$ cat src/rtl/mdu_hilo.sv
// mdu_hilo: iterative MIPS multiply/divide unit with HI/LO registers.
// Ports: clk, reset (sync, active-high); start/op/rs/rt request in;
//        busy, done (1-cycle pulse), hi, lo out. All outputs registered.
module mdu_hilo #(
  parameter int WIDTH = 32
) (
  input  logic             clk,
  input  logic             reset,
  input  logic             start,
  input  logic [2:0]       op,
  input  logic [WIDTH-1:0] rs,
  input  logic [WIDTH-1:0] rt,
  output logic             busy,
  output logic             done,
  output logic [WIDTH-1:0] hi,
  output logic [WIDTH-1:0] lo
);

  localparam int CW = $clog2(WIDTH);
  localparam int W2 = 2 * WIDTH;

  typedef enum logic [1:0] {
    IDLE,
    RUN,
    FIX
  } state_t;

  state_t           state_q;
  logic [CW-1:0]    cnt_q;
  logic [W2-1:0]    acc_q;
  logic [W2-1:0]    acc_d;
  logic [WIDTH-1:0] opb_q;
  logic             div_q;
  logic             neg_hi_q;
  logic             neg_lo_q;
  logic [WIDTH-1:0] hi_q;
  logic [WIDTH-1:0] lo_q;
  logic [WIDTH-1:0] hi_d;
  logic [WIDTH-1:0] lo_d;
  logic             busy_q;
  logic             done_q;

  // Request decode and operand conditioning
  logic             is_md;
  logic             is_div;
  logic             sgn_op;
  logic             rs_neg;
  logic             rt_neg;
  logic             dz;
  logic [WIDTH-1:0] rs_mag;
  logic [WIDTH-1:0] rt_mag;
  logic [WIDTH-1:0] rs_use;
  logic [W2-1:0]    acc_init;
  logic [WIDTH-1:0] opb_init;
  logic             neg_hi_init;
  logic             neg_lo_init;

  always_comb begin
    is_md  = (op <= 3'd3);
    is_div = op[1];
    sgn_op = ~op[0];
    rs_neg = sgn_op & rs[WIDTH-1];
    rt_neg = sgn_op & rt[WIDTH-1];
    dz     = is_div & (rt == '0);
    rs_mag = rs_neg ? -rs : rs;
    rt_mag = rt_neg ? -rt : rt;
    // Divide by zero runs on the raw dividend with no sign fix:
    // quotient fills with ones and the dividend shifts into the remainder.
    rs_use = dz ? rs : rs_mag;
    neg_lo_init = (rs_neg ^ rt_neg) & ~dz;
    neg_hi_init = rs_neg & ~dz;
    if (is_div) begin
      acc_init = {{WIDTH{1'b0}}, rs_use};
      opb_init = rt_mag;
    end else begin
      acc_init = {{WIDTH{1'b0}}, rt_mag};
      opb_init = rs_mag;
    end
  end

  // One iteration of shift-add or restoring shift-subtract
  logic [WIDTH:0]   sum;
  logic [WIDTH-1:0] addend;
  logic [WIDTH:0]   rem_sh;
  logic [WIDTH:0]   diff;
  logic             ge;

  always_comb begin
    addend = acc_q[0] ? opb_q : '0;
    sum    = {1'b0, acc_q[W2-1:WIDTH]} + {1'b0, addend};
    rem_sh = {acc_q[W2-1:WIDTH], acc_q[WIDTH-1]};
    diff   = rem_sh - {1'b0, opb_q};
    ge     = (rem_sh >= {1'b0, opb_q});
    acc_d  = acc_q;
    if (div_q) begin
      if (ge) acc_d = {diff[WIDTH-1:0], acc_q[WIDTH-2:0], 1'b1};
      else    acc_d = {rem_sh[WIDTH-1:0], acc_q[WIDTH-2:0], 1'b0};
    end else begin
      acc_d = {sum, acc_q[WIDTH-1:1]};
    end
  end

  // Sign correction applied in FIX
  logic [W2-1:0]    prod;
  logic [WIDTH-1:0] rem_w;
  logic [WIDTH-1:0] quo_w;

  always_comb begin
    prod  = neg_lo_q ? -acc_q : acc_q;
    rem_w = acc_q[W2-1:WIDTH];
    quo_w = acc_q[WIDTH-1:0];
    if (div_q) begin
      hi_d = neg_hi_q ? -rem_w : rem_w;
      lo_d = neg_lo_q ? -quo_w : quo_w;
    end else begin
      hi_d = prod[W2-1:WIDTH];
      lo_d = prod[WIDTH-1:0];
    end
  end

  always_ff @(posedge clk) begin
    if (reset) begin
      state_q  <= IDLE;
      cnt_q    <= '0;
      acc_q    <= '0;
      opb_q    <= '0;
      div_q    <= 1'b0;
      neg_hi_q <= 1'b0;
      neg_lo_q <= 1'b0;
      hi_q     <= '0;
      lo_q     <= '0;
      busy_q   <= 1'b0;
      done_q   <= 1'b0;
    end else begin
      done_q <= 1'b0;
      unique case (state_q)
        IDLE: begin
          if (start) begin
            unique case (1'b1)
              is_md: begin
                acc_q    <= acc_init;
                opb_q    <= opb_init;
                div_q    <= is_div;
                neg_hi_q <= neg_hi_init;
                neg_lo_q <= neg_lo_init;
                cnt_q    <= '0;
                busy_q   <= 1'b1;
                state_q  <= RUN;
              end
              (op == 3'd4): hi_q <= rs;
              (op == 3'd5): lo_q <= rs;
              default: ;
            endcase
          end
        end
        RUN: begin
          acc_q <= acc_d;
          cnt_q <= cnt_q + 1'b1;
          if (cnt_q == CW'(WIDTH - 1)) state_q <= FIX;
        end
        FIX: begin
          hi_q    <= hi_d;
          lo_q    <= lo_d;
          busy_q  <= 1'b0;
          done_q  <= 1'b1;
          state_q <= IDLE;
        end
        default: state_q <= IDLE;
      endcase
    end
  end

  assign busy = busy_q;
  assign done = done_q;
  assign hi   = hi_q;
  assign lo   = lo_q;

endmodule

$ cat config.mk
export PLATFORM = sky130hd
export DESIGN_NAME = mdu_hilo
export DESIGN_NICKNAME = d
export VERILOG_FILES = /design/src/rtl/mdu_hilo.sv
export SDC_FILE = /design/constraint.sdc
export NUM_CORES = 1
export LEC_CHECK = 0
export ABC_CLOCK_PERIOD_IN_PS = 3400
export CORE_UTILIZATION = 45
export DETAILED_ROUTE_END_ITERATION = 8
export PLACE_DENSITY = 0.67
export SETUP_SLACK_MARGIN = 0.2
export SLEW_MARGIN = 10
export SYNTH_ARGS = -nofsm -noshare
export SYNTH_HDL_FRONTEND = slang
export SYNTH_SLANG_ARGS = --single-unit
export TNS_END_PERCENT = 5
$ cat constraint.sdc
create_clock -name clk -period 3.4 [get_ports clk]
set_input_delay 0.51 -clock clk [delete_from_list [all_inputs] [get_ports clk]]
set_output_delay 0.51 -clock clk [all_outputs]
set_load 0.03 [all_outputs]
==> results by group <==
Run status
  – Status: complete, no violations

Global routing
  – GRT Overall Usage: 36.44%
  – Antenna violations before repair: 1
  – Global routing usage on met3: 6.896%
  – Gr busiest metal: met1
  – Met2 Track Usage GR: 52.11%
  – Global-route wire length before repair: 93,190 um
  – Largest net degree at the start of global routing: 61
  – Grt ovf: 0
  – Vias in the first global route: 15,540
  – Met1 Usage GRT: 52.41%

Synthesis
  – Async set-or-reset flop fraction in the synthesized netlist: 0%
  – Seq/Total Area, Yosys: 23.00%
  – Synth Register Bits: 172
  – Synth cell types: 78
  – Syn_area_per_cell: 7.218 sq um
  – Yosys warning total: 0
  – Syn_nets: 2,216
  – Syn Std Cell Area: 14,970 sq um
  – Ys flop type: dfxtp_1
  – EDFF count, synth: 0
  – Synth Instances: 2,074

Setup path
  – Reg2reg end: hi[10]
  – Crit-path most repeated cell: or4_4
  – Slowest-stage cell, CP: or4_4
  – Critical path cell sequence: or4_4 > or4_1 > or4_4 > and2_4 > o41ai_2 > xor2_1 > a211oi_2 > a21oi_1 > nor2_1
  – Worst Setup Start Kind: flip-flop
  – R2R cell count: 9
  – Worst r2r src: acc_q[25]
  – Crit path required time: 3.72 ns
  – Type of the worst setup path: flip-flop to flip-flop
  – CP max stage delay: 0.61 ns
  – R2R setup slack: 0.18 ns
  – CP bufs+invs: 0
  – Setup crit end kind: flip-flop
  – CP top delay family: simple AND/OR/NAND/NOR gates
  – Worst Path Arrival: 3.54 ns
  – CP Max Fanout: 5

Clocking
  – Num Clock Sinks: 172
  – Clk buf depth: 2
  – CTS H-tree depth: 4
  – CTS tree: yes
  – Total CTS buffers: 17
  – Worst skew pair latency: 0.45 ns
  – Clk pin slew, worst setup/hold paths: 0.07 ns
  – Root Buffer: clkbuf_16

STA
  – Setup WS post-layout: 0.1755 ns
  – Final hold violations: 0
  – Worst slew pin tran: 1.174 ns
  – RSZ-0062 raised after global routing: yes
  – Final Max Tran Viols: 0
  – Worst slew margin: 21.48%
  – Fin crit period: 3.224 ns
  – Fin crit share: 94.84%
  – WHS: 0.4535 ns
  – Finish-stage setup viols: 0
  – Worst Skew: 0.01483 ns
  – Maximum clock rate: 310.1 MHz
  – Setup TNS: 0 ns

Worst hold path
  – Hold EP: opb_q[14]
  – Hold Path Class: flip-flop to flip-flop
  – Worst Hold Depth: 2
  – HP Start: opb_q[14]

Pwr
  – Leak: 7.723 nW
  – PD cells: 375.7 nW/um^2
  – Worst VDD drop: 0.0003987 V

Placed design
  – HPWL Detailed: 49,480 um
  – Final Wtd Congestion: 1.007
  – Number of I/O port buffers: 135
  – Pre-CTS setup slack: -0.3689 ns

Floorplanning
  – CORE AREA: 32,620 sq um
  – Die Footprint: 34,000 sq um
  – Die span in y: 184.4 um
  – Boundary pin count: 136
  – Initial Util: 45.89%
  – Cell Rows: 66
  – Die span in x: 184.4 um

Job
  – Max cap viols: 0

Final layout
  – Synthesis-to-finish area growth: 27.32%
  – Share of layout cells above drive strength 1: 15.12%
  – Nets: 2,463

Routing
  – Via count: 17,010
  – Routed WL per cell: 22.44 um
  – # DRC: 0
  – Post-Route WL: 62,330 um
  – Post-DR vias/cell: 6.125
  – Initial DRC count: 1,858
  – Post-route ant nets: 0
  – Router iterations before antenna repair: 8
## metal layers
metal / vias up / share of wire [%] / routed length [um]
met5: - / 0 / 0
met4: 0 / 4.5 / 2798
met3: 137 / 11 / 6686
met2: 939 / 41 / 25390
met1: 7985 / 44 / 27450
li1: 7948 / - / -
## worst min-delay path: stages, from the launching register on
cell and delay [ns]:
dfxtp_1 0.31, nand2_1 0.05, a21oi_1 0.05
## flip-flops by register name, indices dropped and copies added, names as in the netlist
register / count
acc_q: 64
hi: 32
lo: 32
opb_q: 32
cnt_q: 5
state_q: 2
busy: 1
div_q: 1
done: 1
neg_hi_q: 1
neg_lo_q: 1
## timing repair
action,4_1_cts,5_1_grt
gates resized for setup,7,54
hold buffers,0,0
pin swaps,1,11
buffers inserted,0,4
endpoints found under the setup margin,24,49
## final cells by class
type                       count  area [sq um]
timing repair buffer         376          3207
inverter                      67         251.5
multi-input combinational   1687         11020
fill                        3100         13560
sequential                   172          3447
antenna                        1         2.502
clock inverter                13         125.1
tap                          442         553.0
clock buffer                  19         452.9
## Yosys cell counts (23+ instances only)
library cell / instances / area share (%)
nor4_1: 23 / 0.96
inv_1: 67 / 1.7
a21oi_1: 196 / 6.6
nand2_1: 230 / 5.8
o211ai_1: 30 / 1.5
a211oi_1: 50 / 2.5
ha_1: 70 / 5.9
dfxtp_1: 172 / 23
or3_1: 23 / 0.96
xnor2_1: 103 / 6.0
o21ai_0: 121 / 4.0
nor3_1: 46 / 1.5
a22oi_1: 24 / 1.2
nor2_1: 258 / 6.5
a21o_1: 36 / 1.8
clkbuf_1: 133 / 3.3
mux2i_1: 57 / 3.8
xor2_1: 96 / 5.6
## power by group
group / switching (W) / total (W) / internal (W)
clock network: 0.000980 / 0.00199 / 0.00101
logic: 0.00176 / 0.00292 / 0.00117
registers: 0.000109 / 0.00225 / 0.00214
total: 0.00285 / 0.00716 / 0.00432
## worst max-delay path by stage
stage | from | to | cells past startpoint | slack, ns
6_report | acc_q[25] | hi[10] | 9 | 0.18
5_1_grt | acc_q[25] | hi[16] | 7 | 0.1
4_1_cts | acc_q[6] | hi[9] | 9 | 0.10
3_5_place_dp | rs[0] | acc_q[27] | 10 | -0.37
3_3_place_gp | rs[0] | opb_q[31] | 9 | -0.33
2_1_floorplan | acc_q[25] | hi[16] | 9 | 0.23
## cell families (layout without fill, tap and decap cells)
| family | count (synthesis) | after routing | share of synthesized area (%) |
|---|---|---|---|
| buffers and inverters | 215 | 475 | 5.542 |
| AND/OR/NAND/NOR | 706 | 706 | 21.45 |
| multiplexers | 60 | 60 | 4.037 |
| XOR/XNOR | 199 | 199 | 11.64 |
| AO/OA/AOI/OAI | 650 | 650 | 28.21 |
| flip-flops | 172 | 172 | 23.00 |
| adder cells (fa/ha/maj) | 72 | 72 | 6.118 |
| other | 0 | 1 | 0 |
## cells in the final DEF, fill, tap and decap left out, drive strengths merged, types with 23 or more instances in the layout
master         netlist  final
o21ai              124    124
nor3                46     46
a22oi               24     24
a21o                36     36
ha                  70     70
or3                 23     23
dfxtp              172    172
xor2                96     96
clkdlybuf4s50        0    132
o31ai               23     23
o211ai              30     30
nor4                23     23
nor2               258    258
a21oi              197    197
mux2i               57     57
nand2              230    230
xnor2              103    103
a211oi              50     50
inv                 67     75
buf                 13    242
## stage by stage
stage	cells	util, %	area, sq um	power, W
2_1_floorplan	2074	-	15000	0.003957
3_3_place_gp	2740	55.79	18200	0.005030
3_5_place_dp	2740	55.79	18200	0.005056
4_1_cts	2772	57.66	18810	0.007021
5_1_grt	2777	58.43	19060	0.007433
6_report	2777	58.43	19060	0.007161
Note: power is estimated with default switching activity, not from simulation.
